<file path="src/rtl/pick_collision_detector_if.sv">
// Pixel-stream inputs and collision-result slot of the pick collision detector.
// The master side is the pixel scanner / game logic, the slave side is the detector.
interface pick_collision_detector_if #(
  parameter int CNT_W = 19
);
  // Pixel stream from the renderer
  logic             frame_start;
  logic             pixel_en;
  logic [9:0]       drawX;
  logic [9:0]       drawY;
  logic             showPick;
  logic             showTarget;

  // Per-frame result slot towards game logic
  logic             hit_valid;
  logic             hit_ready;
  logic             hit_flag;
  logic [CNT_W-1:0] hit_count;
  logic [9:0]       first_x;
  logic [9:0]       first_y;
  logic [7:0]       drop_count;

  modport master (
    output frame_start, pixel_en, drawX, drawY, showPick, showTarget, hit_ready,
    input  hit_valid, hit_flag, hit_count, first_x, first_y, drop_count
  );

  modport slave (
    input  frame_start, pixel_en, drawX, drawY, showPick, showTarget, hit_ready,
    output hit_valid, hit_flag, hit_count, first_x, first_y, drop_count
  );
endinterface

</file>
<file path="src/rtl/pick_collision_detector.sv">
// Pick collision detector: counts pick/target overlap pixels over one scanned
// frame, remembers the first overlap in raster order, and publishes one result
// per frame through a single valid/ready slot. Frames that finish while the
// slot is still occupied are dropped and counted.
module pick_collision_detector #(
  parameter int H_ACTIVE    = 640,
  parameter int V_ACTIVE    = 480,
  parameter int MIN_OVERLAP = 4,
  parameter int CNT_W       = 19
) (
  input logic                     CLK,
  input logic                     Reset_n,
  pick_collision_detector_if.slave pick
);

  localparam logic [CNT_W-1:0] CNT_MAX   = '1;
  localparam logic [CNT_W-1:0] CNT_HIT   = CNT_W'(MIN_OVERLAP);
  localparam logic [9:0]       NO_COORD  = 10'h3FF;
  localparam logic [10:0]      H_LIMIT   = 11'(H_ACTIVE);
  localparam logic [10:0]      V_LIMIT   = 11'(V_ACTIVE);
  localparam logic [9:0]       X_LAST    = 10'(H_ACTIVE - 1);
  localparam logic [9:0]       Y_LAST    = 10'(V_ACTIVE - 1);

  typedef enum logic {
    IDLE,
    SCAN
  } scanState_t;

  scanState_t       scanState;
  logic [CNT_W-1:0] accCount;
  logic [9:0]       accX;
  logic [9:0]       accY;

  logic             hitValid;
  logic             hitFlag;
  logic [CNT_W-1:0] hitCount;
  logic [9:0]       firstX;
  logic [9:0]       firstY;
  logic [7:0]       dropCount;

  logic             inFrame;
  logic             qualify;
  logic             overlap;
  logic             lastPixel;
  logic             handshake;
  logic [CNT_W-1:0] baseCount;
  logic [9:0]       baseX;
  logic [9:0]       baseY;
  logic [CNT_W-1:0] nextCount;
  logic [9:0]       nextX;
  logic [9:0]       nextY;
  logic             nextFlag;

  // Accumulator next-state; a frame_start restarts the frame before the
  // coincident pixel is accounted, so that pixel belongs to the new frame.
  always_comb begin
    inFrame   = (scanState == SCAN) || pick.frame_start;
    qualify   = pick.pixel_en
              && ({1'b0, pick.drawX} < H_LIMIT)
              && ({1'b0, pick.drawY} < V_LIMIT);
    overlap   = inFrame && qualify && pick.showPick && pick.showTarget;
    lastPixel = inFrame && qualify && (pick.drawX == X_LAST) && (pick.drawY == Y_LAST);
    handshake = hitValid && pick.hit_ready;

    baseCount = pick.frame_start ? '0 : accCount;
    baseX     = pick.frame_start ? NO_COORD : accX;
    baseY     = pick.frame_start ? NO_COORD : accY;

    nextCount = baseCount;
    nextX     = baseX;
    nextY     = baseY;
    if (overlap) begin
      if (baseCount != CNT_MAX) begin
        nextCount = baseCount + 1'b1;
      end
      if (baseCount == '0) begin
        nextX = pick.drawX;
        nextY = pick.drawY;
      end
    end
    nextFlag = (nextCount >= CNT_HIT);
  end

  // Scan FSM with the per-frame accumulator
  always_ff @(posedge CLK or negedge Reset_n) begin
    if (!Reset_n) begin
      scanState <= IDLE;
      accCount  <= '0;
      accX      <= NO_COORD;
      accY      <= NO_COORD;
    end else begin
      if (inFrame) begin
        accCount <= nextCount;
        accX     <= nextX;
        accY     <= nextY;
      end
      unique case (scanState)
        IDLE: begin
          if (pick.frame_start) begin
            scanState <= lastPixel ? IDLE : SCAN;
          end
        end
        SCAN: begin
          if (lastPixel) begin
            scanState <= IDLE;
          end
        end
        default: scanState <= IDLE;
      endcase
    end
  end

  // Result slot: load on frame end when free (or freeing this cycle), else drop
  always_ff @(posedge CLK or negedge Reset_n) begin
    if (!Reset_n) begin
      hitValid  <= 1'b0;
      hitFlag   <= 1'b0;
      hitCount  <= '0;
      firstX    <= NO_COORD;
      firstY    <= NO_COORD;
      dropCount <= '0;
    end else begin
      if (lastPixel && (!hitValid || handshake)) begin
        hitValid <= 1'b1;
        hitFlag  <= nextFlag;
        hitCount <= nextCount;
        firstX   <= nextX;
        firstY   <= nextY;
      end else begin
        if (lastPixel && (dropCount != 8'hFF)) begin
          dropCount <= dropCount + 8'd1;
        end
        if (handshake) begin
          hitValid <= 1'b0;
        end
      end
    end
  end

  assign pick.hit_valid  = hitValid;
  assign pick.hit_flag   = hitFlag;
  assign pick.hit_count  = hitCount;
  assign pick.first_x    = firstX;
  assign pick.first_y    = firstY;
  assign pick.drop_count = dropCount;

endmodule

</file>
<file path="src/flat_wrapper.sv">
// flat-port wrapper written by rule: the top's interface ports become plain ports
module pick_collision_detector_flat 
#(
  parameter int H_ACTIVE    = 640,
  parameter int V_ACTIVE    = 480,
  parameter int MIN_OVERLAP = 4,
  parameter int CNT_W       = 19
)
  (CLK, Reset_n, pick_frame_start, pick_pixel_en, pick_drawX, pick_drawY, pick_showPick, pick_showTarget, pick_hit_ready, pick_hit_valid, pick_hit_flag, pick_hit_count, pick_first_x, pick_first_y, pick_drop_count);
  pick_collision_detector_if #(.CNT_W(CNT_W)) pick_i ();
  input logic CLK;
  input logic Reset_n;
  input wire logic [$bits(pick_i.frame_start)-1:0] pick_frame_start;
  input wire logic [$bits(pick_i.pixel_en)-1:0] pick_pixel_en;
  input wire logic [$bits(pick_i.drawX)-1:0] pick_drawX;
  input wire logic [$bits(pick_i.drawY)-1:0] pick_drawY;
  input wire logic [$bits(pick_i.showPick)-1:0] pick_showPick;
  input wire logic [$bits(pick_i.showTarget)-1:0] pick_showTarget;
  input wire logic [$bits(pick_i.hit_ready)-1:0] pick_hit_ready;
  output wire logic [$bits(pick_i.hit_valid)-1:0] pick_hit_valid;
  output wire logic [$bits(pick_i.hit_flag)-1:0] pick_hit_flag;
  output wire logic [$bits(pick_i.hit_count)-1:0] pick_hit_count;
  output wire logic [$bits(pick_i.first_x)-1:0] pick_first_x;
  output wire logic [$bits(pick_i.first_y)-1:0] pick_first_y;
  output wire logic [$bits(pick_i.drop_count)-1:0] pick_drop_count;
  assign pick_i.frame_start = pick_frame_start;
  assign pick_i.pixel_en = pick_pixel_en;
  assign pick_i.drawX = pick_drawX;
  assign pick_i.drawY = pick_drawY;
  assign pick_i.showPick = pick_showPick;
  assign pick_i.showTarget = pick_showTarget;
  assign pick_i.hit_ready = pick_hit_ready;
  assign pick_hit_valid = pick_i.hit_valid;
  assign pick_hit_flag = pick_i.hit_flag;
  assign pick_hit_count = pick_i.hit_count;
  assign pick_first_x = pick_i.first_x;
  assign pick_first_y = pick_i.first_y;
  assign pick_drop_count = pick_i.drop_count;
  pick_collision_detector #(.H_ACTIVE(H_ACTIVE), .V_ACTIVE(V_ACTIVE), .MIN_OVERLAP(MIN_OVERLAP), .CNT_W(CNT_W)) u_core (.CLK(CLK), .Reset_n(Reset_n), .pick(pick_i));
endmodule
</file>
<file path="config.mk">
export PLATFORM = sky130hd
export DESIGN_NAME = pick_collision_detector_flat
export DESIGN_NICKNAME = d
export VERILOG_FILES = /design/src/rtl/pick_collision_detector_if.sv /design/src/rtl/pick_collision_detector.sv /design/src/flat_wrapper.sv
export SDC_FILE = /design/constraint.sdc
export NUM_CORES = 1
export LEC_CHECK = 0
export ABC_AREA = 1
export BUFFER_PORTS_ARGS = -buffer_cell sky130_fd_sc_hd__buf_2
export CELL_PAD_IN_SITES_DETAIL_PLACEMENT = 0
export CELL_PAD_IN_SITES_GLOBAL_PLACEMENT = 1
export CORE_MARGIN = 1.5
export CORE_UTILIZATION = 37
export CTS_BUF_LIST = sky130_fd_sc_hd__clkbuf_16
export DETAILED_ROUTE_END_ITERATION = 8
export PLACE_DENSITY = 0.87
export SKIP_LAST_GASP = 1
export SLEW_MARGIN = 20
export SYNTH_ARGS = -nofsm -noshare
export SYNTH_HDL_FRONTEND = slang
export SYNTH_SLANG_ARGS = --single-unit
</file>
<file path="constraint.sdc">
create_clock -name CLK -period 2 [get_ports CLK]
set_input_delay 0.1 -clock CLK [delete_from_list [all_inputs] [get_ports CLK]]
set_output_delay 0.1 -clock CLK [all_outputs]
set_load 0.01 [all_outputs]
</file>
Word level (Yosys, flattened, before mapping)
Index checks and enable logic that the tools add are counted.
W data, S select, Z words.

cells by class
  add/subtract/negate cells = 2
  reductions and logical operators = 16
  bitwise operators = 2
  magnitude comparators = 3
  muxes and demuxes = 14
  eq/ne operators = 4

operators with widths
  cell                     number
  $mux W10                 6
  $mux W19                 3
  $add A19 B1 Y19 const B  1
  $ge A19 B3 Y1 const B    1
  $logic_not A19 Y1        1
  $ne A19 B19 Y1 const B   1
  $eq A10 B10 Y1 const B   1
  $eq A10 B9 Y1 const B    1
  $logic_and A1 B1 Y1      10
  $lt A10 B10 Y1 const B   1
  $lt A10 B9 Y1 const B    1
  $add A8 B1 Y8 const B    1
  $ne A8 B8 Y1 const B     1
  $mux W1                  4
  $logic_or A1 B1 Y1       2
  $not A1 Y1               2
  $pmux W1 S2              1
  $reduce_and A2 Y1        1
  $reduce_bool A2 Y1       1
  $logic_not A1 Y1         1

word-level totals
  bits in registers = 89
  output and inout port bits = 49
  word-level logic and storage cells = 51

Longest topological paths before layout
Gate-level depths: netlist of run 1.

  depth after elaboration = 9
  gate-level depth with buffers = 22
  gate-level depth less buffers = 19

Least setup slack after synthesis of run 1
No wires, ideal clock.

  path type = input port to flip-flop
  start = input pick_frame_start
  end = register u_core.hitFlag, in the netlist u_core.pick.hit_flag
  path slack = -0.210 ns
  arrival = 2.097 ns
  cell stages on the path = 21
  setup time = 0.113 ns
  cells stage by stage = buf_6 > inv_4 > buf_6 > buf_6 > nand2_1 > inv_1 > ha_1 > nand2_1 > nor2_2 > nand2_1 > nor2_4 > nand3_1 > buf_2 > nand3_1 > nand2_1 > nor2_1 > nand2_1 > nor2_1 > nand3_1 > nand2_1 > inv_1

on the way
  longest elaborated chain between the ends = 6
  elaborated cells on any way between the ends = 13
  classes of those cells = add/sub (1); order compare (1); eq/ne (1); mux (3); reduce/logical (7)

ends and longest elaborated chain
  element                                                  line                            text
  from (decl)                                              flat_wrapper.sv:13              input wire logic [$bits(pick_i.frame_start)-1:0] pick_frame_start;
  branches (longest 6 deep; another with $add A19 B1 Y19)  n/a
  to (signal assigned)                                     pick_collision_detector.sv:125  hitFlag <= nextFlag;
  to (decl)                                                pick_collision_detector.sv:35   logic hitFlag;

Parallel ways; which one is timed is not known.
A chain may end at the register's enable or synchronous reset.

Worst setup path in the final report of run 1
  start = register u_core.accCount[0]
  end = register u_core.hitFlag, in the netlist u_core.pick.hit_flag

on the way
  longest elaborated chain between the ends = 5
  elaborated cells on any way between the ends = 6
  classes of those cells = add/sub (1); order compare (1); eq/ne (1); mux (3)

ends and longest elaborated chain
  element                                            line                                                          text
  from (decl)                                        pick_collision_detector.sv:30                                 logic [CNT_W-1:0] accCount;
  from (signal assigned)                             pick_collision_detector.sv:93                                 accCount <= nextCount;
  $mux W19 *                                         pick_collision_detector.sv:65                                 baseCount = pick.frame_start ? '0 : accCount;
  $add A19 B1 Y19 or $ne A19 B19 Y1 (tied branches)  pick_collision_detector.sv:74, pick_collision_detector.sv:73
  $mux W19                                           pick_collision_detector.sv:73                                 if (baseCount != CNT_MAX) begin
  $mux W19 *                                         pick_collision_detector.sv:72                                 if (overlap) begin
  $ge A19 B3 Y1 *                                    pick_collision_detector.sv:81                                 nextFlag = (nextCount >= CNT_HIT);

Mark *: on every way between the ends. The rest lies on a longest branch, timed or not.

==> results by group, run 1 <==
Worst setup path
  – Crit path cell chain: nand2_4 > inv_4 > ha_4 > nand2_4 > nor2_4 > nand2_4 > buf_6 > inv_1 > nand2_2 > nor2_2 > nand3_1 > nand2_1 > nand2_2 > inv_2 > nand2_2 > nor2_4 > nand3_1 > nand2_1 > inv_1
  – CP max stage cell: dfrtp_1
  – Largest stage delay, worst path: 0.39 ns
  – Req. time, crit path: 2.25 ns
  – Reg2Reg Depth: 19
  – Worst Setup Start Kind: flip-flop
  – Buffer and inverter count on the worst path: 5
  – Element type at the critical path end: flip-flop
  – Cell depth of the worst setup path: 19
  – Crit path kind: reg -> reg
  – WP data arrival: 2.25 ns
  – CP top delay family: simple AND/OR/NAND/NOR gates
  – Crit path max fanout: 2

Min path
  – HP Class: in -> reg
  – WHS Path Cells: 3

Clocking
  – Clk root buf: clkbuf_16
  – H-Tree Depth: 3
  – Clk Latency, worst-skew pair: 0.35 ns
  – CTS tree: yes
  – Clk buf depth: 2
  – Clock sink count: 89
  – CTS Buf Count: 9
  – Clock-pin slew on the worst setup and hold paths: 0.06 ns

Synthesis
  – Post-synthesis mux area share: 0.258%
  – Number of synthesized flops with an enable pin: 0
  – Compound-Gate Fraction of Synth Area: 6.69%
  – Post-Syn Instances: 553
  – Mean post-synth cell area: 7.88 sq um
  – Synth Area in Adders: 0.861%
  – Yosys warns: 0
  – Synth Area in Simple Gates: 28.0%
  – Main combinational cell family by area after synthesis: simple AND/OR/NAND/NOR gates
  – Synthesized Nets: 583
  – Register area share after synthesis: 52.3%
  – Asr flop ratio synth: 100%
  – Mapped Area: 0.00436 sq mm
  – Cell variety after synth: 28
  – Xor and xnor area share after synthesis: 2.41%
  – Post-synthesis register bit count: 89
  – Main synth FF type: dfrtp_1

Floorplanning
  – Core Area: 0.0115 sq mm
  – DIE AREA: 0.0124 sq mm
  – Initial Util: 38.0%
  – FP Rows: 39
  – IO Pins: 76
  – Die H: 112 um
  – Die W: 112 um

Route
  – Vias: 4004
  – Drt drc: 0
  – Pre-Repair DR Iteration Count: 5
  – Wirelength per Cell: 13.5 um
  – DRT iter0 DRCs: 196
  – Routed WL: 11500 um
  – ANT nets after route: 0
  – Avg Vias per Cell: 4.72

Place
  – Placed cell areas: 0.00537 sq mm
  – Post-DP HPWL: 8280 um
  – Buffers on Ports: 75
  – Gp weighted congestion: 0.941
  – Placed Cells: 815

Global routing
  – Largest net degree at the start of global routing: 52
  – GR Util All Layers: 19.4%
  – Initial antenna violation count: 0
  – First-pass GRT wire length: 18900 um
  – Vias in the first global route: 3949
  – Total grt overflow: 0

STA
  – Hold slack: -0.0169 ns
  – Clk_skew: 0.00965 ns
  – Max-slew violations: 0
  – Unrepaired setup endpoints after global routing: yes
  – Fmax: 0.500 GHz
  – Final Hold Fails: 5
  – Worst-Margin Slew: 0.703 ns
  – Tcrit/Tclk final: 99.9%
  – Period minus WS final: 2.00 ns
  – Final setup fails: 0
  – Worst rel slew slack: 53.1%

Layout
  – Layout cell share with drive strength beyond 1: 36.3%
  – Most frequent cells in the layout: nand2_1 (161), buf_2 (75), inv_1 (74)
  – Final Instance Area: 0.00600 sq mm
  – Layout area overhead: 37.8%
  – Fillers: 1069
  – Final #Nets: 730
  – Non-Filler Instances: 848
  – Most common cell after layout, fill and taps aside: nand2_1
  – Inserted Diodes: 0

Status
  – Violations in the final reports: hold timing
  – Status: finished with violations

Power and ir drop
  – Pwr Total: 3690 uW
  – Comb pwr share: 5.3%
  – Sw Ratio: 22.2%
  – Clock network power share: 45.1%
  – Pint: 2870 uW
  – Power Density: 615 mW/mm^2
  – Max IR drop VDD: 0.504 mV
  – Static Leak: 0.00322 uW
  – Switching power: 819 uW
  – Flop pwr share: 49.6%

Flow run
  – Maxcap violations: 0
power by group through the flow:
stage          Combinational (uW)  Clock, uW  Sequential [uW]
2_1_floorplan                67.1          0             1860
3_3_place_gp                  167          0             1860
3_5_place_dp                  170          0             1860
4_1_cts                       178       1700             1830
5_1_grt                       220       1770             1830
6_report                      194       1670             1830
cells by family after synthesis:
kind of cell	after synthesis
and+or+nand+nor	293
buffers and inverters	98
DFF	89
AOI/OAI and AO/OA	57
xor gates and xnor gates	12
adders and majority gates	3
muxes	1
per-layer routing:
layer	wire length, um	GRT usage (%)	part of all wire (%)	vias to the layer above
met5	0	0	0	-
met4	236	8.02	2.1	0
met3	469	4.63	4.1	18
met2	5490	32.1	48	73
met1	5280	24.4	46	1912
li1	-	-	-	2001
final timing paths:
check,start,endpoint,slack (ns)
setup / recovery,u_core.accCount[0],u_core.pick.hit_flag,0.001
min in group asynchronous,Reset_n,u_core.accCount[3],0.33
setup reg to reg,u_core.accCount[0],u_core.pick.hit_flag,0.001
max in group asynchronous,Reset_n,u_core.accY[9],0.95
hold / removal,pick_drawY[3],u_core.accY[3],-0.02
hold reg to reg,u_core.pick.first_y[6],u_core.pick.first_y[6],0.47
synth_stat cells, types with 2 or more instances:
library cell | count | area [sq um]
inv_1 | 77 | 289
nor2_1 | 64 | 240
xnor2_1 | 5 | 43.8
clkbuf_1 | 12 | 45.0
a21oi_1 | 2 | 10.0
ha_1 | 3 | 37.5
nor3_1 | 2 | 10.0
dfstp_2 | 40 | 1050
o21ai_0 | 33 | 165
dfrtp_1 | 49 | 1230
nand2_2 | 3 | 18.8
xor2_1 | 7 | 61.3
buf_6 | 5 | 56.3
nand4_1 | 14 | 87.6
buf_2 | 2 | 10.0
nor2_4 | 2 | 22.5
nor2_2 | 3 | 18.8
nand3_1 | 33 | 165
o21ai_1 | 20 | 100
nand2_1 | 169 | 634
area by class of cell:
| cell class | count | area (sq um) | area share, % |
|---|---|---|---|
| clock inverter | 5 | 20.0 | 0.333 |
| inverter | 78 | 303 | 5.04 |
| timing repair buffer | 156 | 1090 | 18.2 |
| clock buffer | 11 | 275 | 4.59 |
| sequential | 89 | 2280 | 37.9 |
| multi-input combinational | 366 | 1860 | 31.0 |
| tap | 143 | 179 | 2.98 |
state kept, by name (all words and copies together) (netlist names):
name	cells
u_core.pick.hit_count	19
u_core.accCount	19
u_core.pick.hit_valid	1
u_core.accX	10
u_core.scanState	1
u_core.pick.first_y	10
u_core.pick.first_x	10
u_core.accY	10
u_core.pick.hit_flag	1
u_core.pick.drop_count	8
worst register-to-register path, stage by stage (launching register included):
cell and delay, ns:
dfrtp_1 0.39, nand2_4 0.07, inv_4 0.06, ha_4 0.13, nand2_4 0.05, nor2_4 0.11
nand2_4 0.07, buf_6 0.13, inv_1 0.06, nand2_2 0.07, nor2_2 0.13, nand3_1 0.07
nand2_1 0.07, nand2_2 0.06, inv_2 0.07, nand2_2 0.07, nor2_4 0.11, nand3_1 0.08
nand2_1 0.07, inv_1 0.03
through the flow:
step                setup slack (ns)  TNS [ns]  utilization, %  hold slack, ns
floorplan                    -0.0209   -0.0209               -          -0.196
global placement              -0.159    -0.160            46.9           0.190
detailed placement            -0.154    -0.419            46.9           0.206
CTS                          -0.0332   -0.0332            50.3       0.0000995
global route                  -0.186     -1.10            52.4         0.00532
finish                       0.00143         0            52.4         -0.0169
repair_timing:
item | CTS | global route
hold buffers | 3 | 3
pin swaps | 11 | 20
gates resized for setup | 17 | 52
endpoints found under the setup margin | 13 | 61
endpoints found under the hold margin | 50 | 3
cloned | 0 | 2
setup buffers | 2 | 8
(Power assumes the default switching activity.)
==> run 2, diff against run 1 <==
Settings changed: CORE_UTILIZATION 37 to 38, CTS_BUF_LIST sky130_fd_sc_hd__clkbuf_16 to sky130_fd_sc_hd__clkbuf_2 sky130_fd_sc_hd__clkbuf_4 sky130_fd_sc_hd__clkbuf_8, PLACE_DENSITY 0.87 to 0.88.
==> results by group, run 2 (synthesis results as in run 1) <==
Clocking
  – H-Tree Depth: 3 (unchanged)
  – Clk buf depth: 2 (unchanged)
  – Clock sink count: 89 (unchanged)
  – Clock-pin slew on the worst setup and hold paths: 0.10 ns (+0.04 ns)
  – Clk Latency, worst-skew pair: 0.39 ns (+0.04 ns)
  – CTS tree: yes
  – CTS Buf Count: 9 (unchanged)
  – Clk root buf: clkbuf_8

Global routing
  – Largest net degree at the start of global routing: 55 (+5.8%)
  – GR Util All Layers: 20.2% (+0.81 points)
  – First-pass GRT wire length: 18700 um (-1.2%)
  – Total grt overflow: 0 (unchanged)
  – Initial antenna violation count: 0 (unchanged)
  – Vias in the first global route: 3927 (-0.56%)

Route
  – Vias: 4057 (+1.3%)
  – ANT nets after route: 0 (unchanged)
  – Avg Vias per Cell: 4.77 (+0.97%)
  – Pre-Repair DR Iteration Count: 4 (-1)
  – Wirelength per Cell: 13.9 um (+2.6%)
  – Routed WL: 11800 um (+3.0%)
  – Drt drc: 0 (unchanged)
  – DRT iter0 DRCs: 181 (-7.7%)

Power and ir drop
  – Static Leak: 0.00319 uW (-0.84%)
  – Flop pwr share: 55.7% (+6.1 points)
  – Comb pwr share: 7.4% (+2.1 points)
  – Power Density: 538 mW/mm^2 (-13%)
  – Sw Ratio: 25.9% (+3.7 points)
  – Max IR drop VDD: 0.494 mV (-1.9%)
  – Switching power: 849 uW (+3.6%)
  – Clock network power share: 36.9% (-8.2 points)
  – Pint: 2430 uW (-15%)

Worst setup path
  – Buffer and inverter count on the worst path: 3 (-2)
  – Reg-to-reg setup timing slack: -0.02 ns (-0.02 ns)
  – WP data arrival: 2.30 ns (+0.05 ns)
  – CP top delay family: simple AND/OR/NAND/NOR gates
  – Worst Setup Start Kind: flip-flop
  – Req. time, crit path: 2.28 ns (+0.03 ns)
  – R2r endpoint: u_core.pick.hit_flag
  – Crit path cell chain: nand2_4 > inv_4 > ha_4 > nand2_2 > nor2_4 > nand2_2 > nor2_4 > nand3_2 > buf_12 > nand4_1 > nand2_1 > nor2_1 > nand2_1 > nor2_1 > nand3_1 > nand2_1 > inv_1
  – Crit path kind: reg -> reg
  – Reg2reg start: u_core.accCount[0]
  – Largest stage delay, worst path: 0.40 ns (about the same)
  – CP max stage cell: dfrtp_1
  – Crit-path most repeated cell: nand2_1
  – Crit path max fanout: 20 (+18)
  – Element type at the critical path end: flip-flop
  – Reg2Reg Depth: 17 (-2)

Min path
  – Worst Hold Launch: pick_drawX[9]
  – Worst Hold Path EP: u_core.pick.hit_valid
  – HP Class: in -> reg
  – WHS Path Cells: 5 (+2)

Layout
  – Most frequent cells in the layout: nand2_1 (145), buf_2 (74), inv_1 (71)
  – Final #Nets: 736 (+0.82%)
  – Most common cell after layout, fill and taps aside: nand2_1
  – Layout area overhead: 40.0%
  – Inserted Diodes: 0 (unchanged)
  – Final Instance Area: 0.00610 sq mm (+1.6%)
  – Layout cell share with drive strength beyond 1: 37.7% (+1.4 points)

Floorplanning
  – FP Rows: 38 (-2.6%)
  – IO Pins: 76 (unchanged)
  – Die H: 110 um (-1.3%)
  – Core Area: 0.0110 sq mm (-3.8%)
  – Die W: 110 um (-1.3%)
  – Initial Util: 39.5% (+1.5 points)
  – DIE AREA: 0.0121 sq mm (-2.6%)

Place
  – Buffers on Ports: 75 (unchanged)
  – Pre-CTS setup slack: -0.0445 ns (+0.109 ns)
  – Gp weighted congestion: 0.847 (-9.9%)
  – Post-DP HPWL: 8120 um (-1.9%)
  – Placed cell areas: 0.00530 sq mm (-1.5%)

STA
  – Worst rel slew slack: 63.9% (+11 points)
  – Max-slew violations: 0 (unchanged)
  – Tcrit/Tclk final: 101% (+1.0 points)
  – Fmax: 0.495 GHz (-1.0%)
  – Clk_skew: 0.0155 ns (+0.00582 ns)
  – Worst setup margin: -0.0194 ns (-0.0209 ns)
  – Unrepaired setup endpoints after global routing: yes
  – Final setup fails: 1 (+1)
  – Period minus WS final: 2.02 ns (+0.0209 ns)
  – Worst-Margin Slew: 0.541 ns (-0.162 ns)
  – Final Hold Fails: 0 (-5)

Flow run
  – Maxcap violations: 0 (unchanged)

Status
  – Status: finished with violations
  – Violations in the final reports: setup timing
-- run 2: changes by cell type in the layout (fill, tap and decap cells not counted), sizes merged --
cell         delta
buf            -12
clkbuf          +2
clkinvlp        +1
dlygate4sd3    +15
-- run 2: final cells by class --
class | count | area, sq um
clock buffers | 10 | 138
well taps | 140 | 175
fillers | 1019 | 4930
inverters | 78 | 300
multi-input cells | 366 | 1920
repair buffers | 162 | 1240
clock inverters | 6 | 51.3
flip-flops and latches | 89 | 2280
-- run 2: how the worst max path moves through the flow --
stage	from	to	cells past startpoint
6_report	u_core.accCount[0]	u_core.pick.hit_flag	17
5_1_grt	u_core.accCount[0]	u_core.pick.hit_flag	17
4_1_cts	u_core.accCount[0]	u_core.pick.hit_flag	18
3_5_place_dp	u_core.accCount[0]	u_core.pick.hit_flag	19
3_3_place_gp	pick_frame_start	u_core.pick.first_y[4]	12
2_1_floorplan	pick_frame_start	u_core.pick.hit_flag	21
-- run 2: metal layers --
layer,vias up,track usage (%),share of wire (%)
li1,2017,-,-
met1,1923,25.8,44
met2,93,33.8,50
met3,24,4.53,4.0
met4,0,6.87,1.9
met5,-,0,0
-- run 2: repair_timing --
action / 4_1_cts / 5_1_grt
pin swaps: 1 / 25
resized for setup: 4 / 87
gates cloned: 0 / 7
setup buffers: 0 / 5
endpoints found under the hold margin: 38 / 4
hold buffers: 17 / 4
endpoints found under the setup margin: 10 / 43
-- run 2: worst reg2reg max path, delay by kind of cell, from the launching register on --
| family | cells | cell delay, ns |
|---|---|---|
| adder cells (fa/ha/maj) | 1 | 0.13 |
| flip-flops | 1 | 0.40 |
| buffers and inverters | 3 | 0.27 |
| AND/OR/NAND/NOR | 13 | 1.12 |
-- run 2: power groups by stage --
stage	Sequential [uW]	Clock (uW)	Combinational (uW)
3_5_place_dp	1860	0	174
2_1_floorplan	1860	0	67.1
4_1_cts	1830	1230	200
3_3_place_gp	1860	0	171
6_report	1830	1210	243
5_1_grt	1830	1290	270
-- run 2: through the flow --
| step | utilization (%) | instances | hold WS, ns | power [uW] | setup TNS, ns |
|---|---|---|---|---|---|
| floorplan | - | 553 | -0.196 | 1930 | -0.0209 |
| global placement | 48.0 | 802 | 0.122 | 2030 | -0.429 |
| detailed placement | 48.0 | 802 | 0.123 | 2040 | -0.109 |
| CTS | 51.4 | 835 | 0.00456 | 3260 | -0.0511 |
| global route | 55.3 | 851 | 0.248 | 3390 | -2.02 |
| finish | 55.3 | 851 | 0.185 | 3280 | -0.0194 |
==> run 3, diff against run 2 <==
Settings changed: CORE_UTILIZATION 38 to 43, PLACE_DENSITY 0.88 to 0.94, RECOVER_POWER from default to 50, REMOVE_ABC_BUFFERS from default to 1.
Clock period 2 ns to 2.1 ns, I/O delays scaled along.
==> results by group, run 3 (synthesis results as in run 1) <==
Min path
  – Worst Hold Launch: pick_drawY[8]
  – HP Class: in -> reg
  – WHS Path Cells: 3 (-2)
  – Worst Hold Path EP: u_core.accY[8]

Worst setup path
  – Element type at the critical path end: flip-flop
  – Crit path cell chain: nand2_2 > inv_2 > ha_4 > nand2_4 > nor2_4 > nand2_2 > buf_6 > buf_4 > xor2_1 > inv_1 > nand2_1 > nand2_1 > nand2_1 > nor2_1 > nand2_1 > nor2_2 > nand3_1 > nand2_1 > inv_1
  – WP data arrival: 2.38 ns (+0.08 ns)
  – Reg-to-reg setup timing slack: 0.006 ns (+0.03 ns)
  – Crit path kind: reg -> reg
  – Worst Setup SP: u_core.accCount[0]
  – Crit-path most repeated cell: nand2_1
  – CP max stage cell: dfrtp_1
  – Crit path max fanout: 2 (-90%)
  – Reg2reg start: u_core.accCount[0]
  – Largest stage delay, worst path: 0.37 ns (-0.03 ns)
  – Reg2Reg Depth: 19 (+2)
  – Worst Setup Start Kind: flip-flop
  – R2r endpoint: u_core.pick.hit_flag
  – Req. time, crit path: 2.39 ns (+0.11 ns)

Flow run
  – Maxcap violations: 0 (unchanged)

Power and ir drop
  – Max IR drop VDD: 0.346 mV (-30%)
  – Power Density: 610 mW/mm^2 (+14%)
  – Static Leak: 0.00281 uW (-12%)

Clocking
  – H-Tree Depth: 3 (unchanged)
  – CTS tree: yes
  – Clk root buf: clkbuf_8
  – CTS Buf Count: 9 (unchanged)
  – Clock-pin slew on the worst setup and hold paths: 0.10 ns (about the same)
  – Clk Latency, worst-skew pair: 0.39 ns (about the same)
  – Clk buf depth: 2 (unchanged)
  – Clock sink count: 89 (unchanged)

Layout
  – Most common cell after layout, fill and taps aside: nand2_1
  – Most frequent cells in the layout: nand2_1 (165), inv_1 (74), nor2_1 (59)
  – Inserted Diodes: 0 (unchanged)
  – Non-Filler Instances: 804 (-5.5%)
  – Layout area overhead: 26.6%
  – Layout cell share with drive strength beyond 1: 24.9% (-13 points)
  – Final #Nets: 696 (-5.4%)

STA
  – Fmax: 0.478 GHz (-3.5%)
  – Final Hold Fails: 1 (+1)
  – Hold slack: -0.00144 ns (-0.187 ns)
  – Clk_skew: 0.0140 ns (-0.00146 ns)
  – Max-slew violations: 0 (unchanged)
  – Final setup fails: 0 (-1)
  – Worst-Margin Slew: 1.04 ns (+0.496 ns)
  – Period minus WS final: 2.09 ns (+0.0742 ns)
  – Setup TNS Final: 0 ns (+0.0194 ns)
  – Unrepaired setup endpoints after global routing: yes
  – Worst rel slew slack: 30.9% (-33 points)
  – Tcrit/Tclk final: 99.7% (-1.3 points)

Floorplanning
  – Initial Util: 44.4% (+4.9 points)
  – Die W: 104 um (-5.8%)
  – Die H: 104 um (-5.8%)
  – Core Area: 0.00982 sq mm (-11%)
  – DIE AREA: 0.0107 sq mm (-11%)
  – IO Pins: 76 (unchanged)
  – FP Rows: 36 (-5.3%)

Global routing
  – First-pass GRT wire length: 17700 um (-5.6%)
  – Vias in the first global route: 3826 (-2.6%)
  – Largest net degree at the start of global routing: 55 (unchanged)
  – Total grt overflow: 0 (unchanged)
  – Initial antenna violation count: 0 (unchanged)
  – GR Util All Layers: 20.2% (+0.066 points)

Status
  – Violations in the final reports: hold timing
  – Status: finished with violations

Route
  – Pre-Repair DR Iteration Count: 5 (+1)
  – Vias: 3910 (-3.6%)
  – Drt drc: 0 (unchanged)
  – DRT iter0 DRCs: 264 (+46%)
  – Avg Vias per Cell: 4.86 (+2.0%)
  – ANT nets after route: 0 (unchanged)
  – Routed WL: 10800 um (-9.0%)
  – Wirelength per Cell: 13.4 um (-3.7%)

Place
  – Gp weighted congestion: 0.937 (+11%)
  – Post-DP HPWL: 7430 um (-8.6%)
  – Buffers on Ports: 75 (unchanged)
  – Placed Cells: 768 (-4.2%)
## run 3: changes by cell type in the layout (fill, tap and decap cells not counted), moves of 4 or more
cell / before / now
clkbuf_1: 0 / 27
buf_12: 5 / 1
nand2_1: 145 / 165
dlygate4sd3_1: 21 / 14
nand2_2: 19 / 6
o21ai_0: 9 / 27
nand2_4: 9 / 2
buf_6: 1 / 5
buf_4: 54 / 25
o21ai_2: 19 / 1
buf_2: 74 / 47
## run 3: critical path, delay by kind of cell, from the launching register on
kind                       cells  cell delay (ns)
and+or+nand+nor               12             0.93
DFF                            1             0.37
buffers and inverters          5             0.41
adders and majority gates      1             0.15
xor gates and xnor gates       1             0.13
## run 3: worst max path at each step
stage | slack, ns | to | depth (start not counted)
floorplan | -0.35 | u_core.pick.first_x[9] | 7
global placement | 0.06 | u_core.pick.hit_flag | 17
detailed placement | -0.003 | u_core.pick.hit_flag | 17
CTS | 0.03 | u_core.pick.hit_flag | 17
global route | -0.14 | u_core.pick.hit_flag | 17
finish | 0.006 | u_core.pick.hit_flag | 19
## run 3: layout make-up
| class | count | area [sq um] |
|---|---|---|
| repair buffers | 122 | 778 |
| flip-flops and latches | 89 | 2280 |
| multi-input cells | 366 | 1760 |
| fillers | 962 | 4300 |
| clock inverters | 7 | 123 |
| clock buffers | 9 | 124 |
| well taps | 133 | 166 |
| inverters | 78 | 295 |
## run 3: power breakdown
part / total, uW / internal, uW / leakage, uW / switching (uW)
Sequential: 1740 / 1740 / 0.00110 / 4.77
Combinational: 165 / 63.0 / 0.00159 / 102
Clock: 1460 / 801 / 0.000125 / 661
Total: 3370 / 2600 / 0.00281 / 768
## run 3: what timing repair did
| item | in CTS | in global routing |
|---|---|---|
| resized for setup | 3 | 33 |
| pin swaps | 0 | 18 |
| cloned | 0 | 2 |
| buffers inserted | 0 | 4 |
| hold buffers | 14 | 0 |
| endpoints found under the setup margin | 1 | 36 |
| hold endpoints to repair | 47 | 0 |
## run 3: layer usage
layer	global-route usage, %	up-vias	wire (um)
met2	32.9	118	5190
li1	-	1929	-
met3	4.28	20	669
met1	26.1	1843	4690
met4	9.13	0	205
met5	0	-	0
## run 3: per-stage QoR
stage	setup WS (ns)	cell area (sq um)	power, uW	util [%]
6_report	0.00634	5520	3370	56.2
3_5_place_dp	-0.00276	5010	1920	51.0
2_1_floorplan	-0.352	4240	1820	-
3_3_place_gp	0.0563	5010	1910	51.0
5_1_grt	-0.144	5520	3470	56.2
4_1_cts	0.0343	5410	3380	55.1
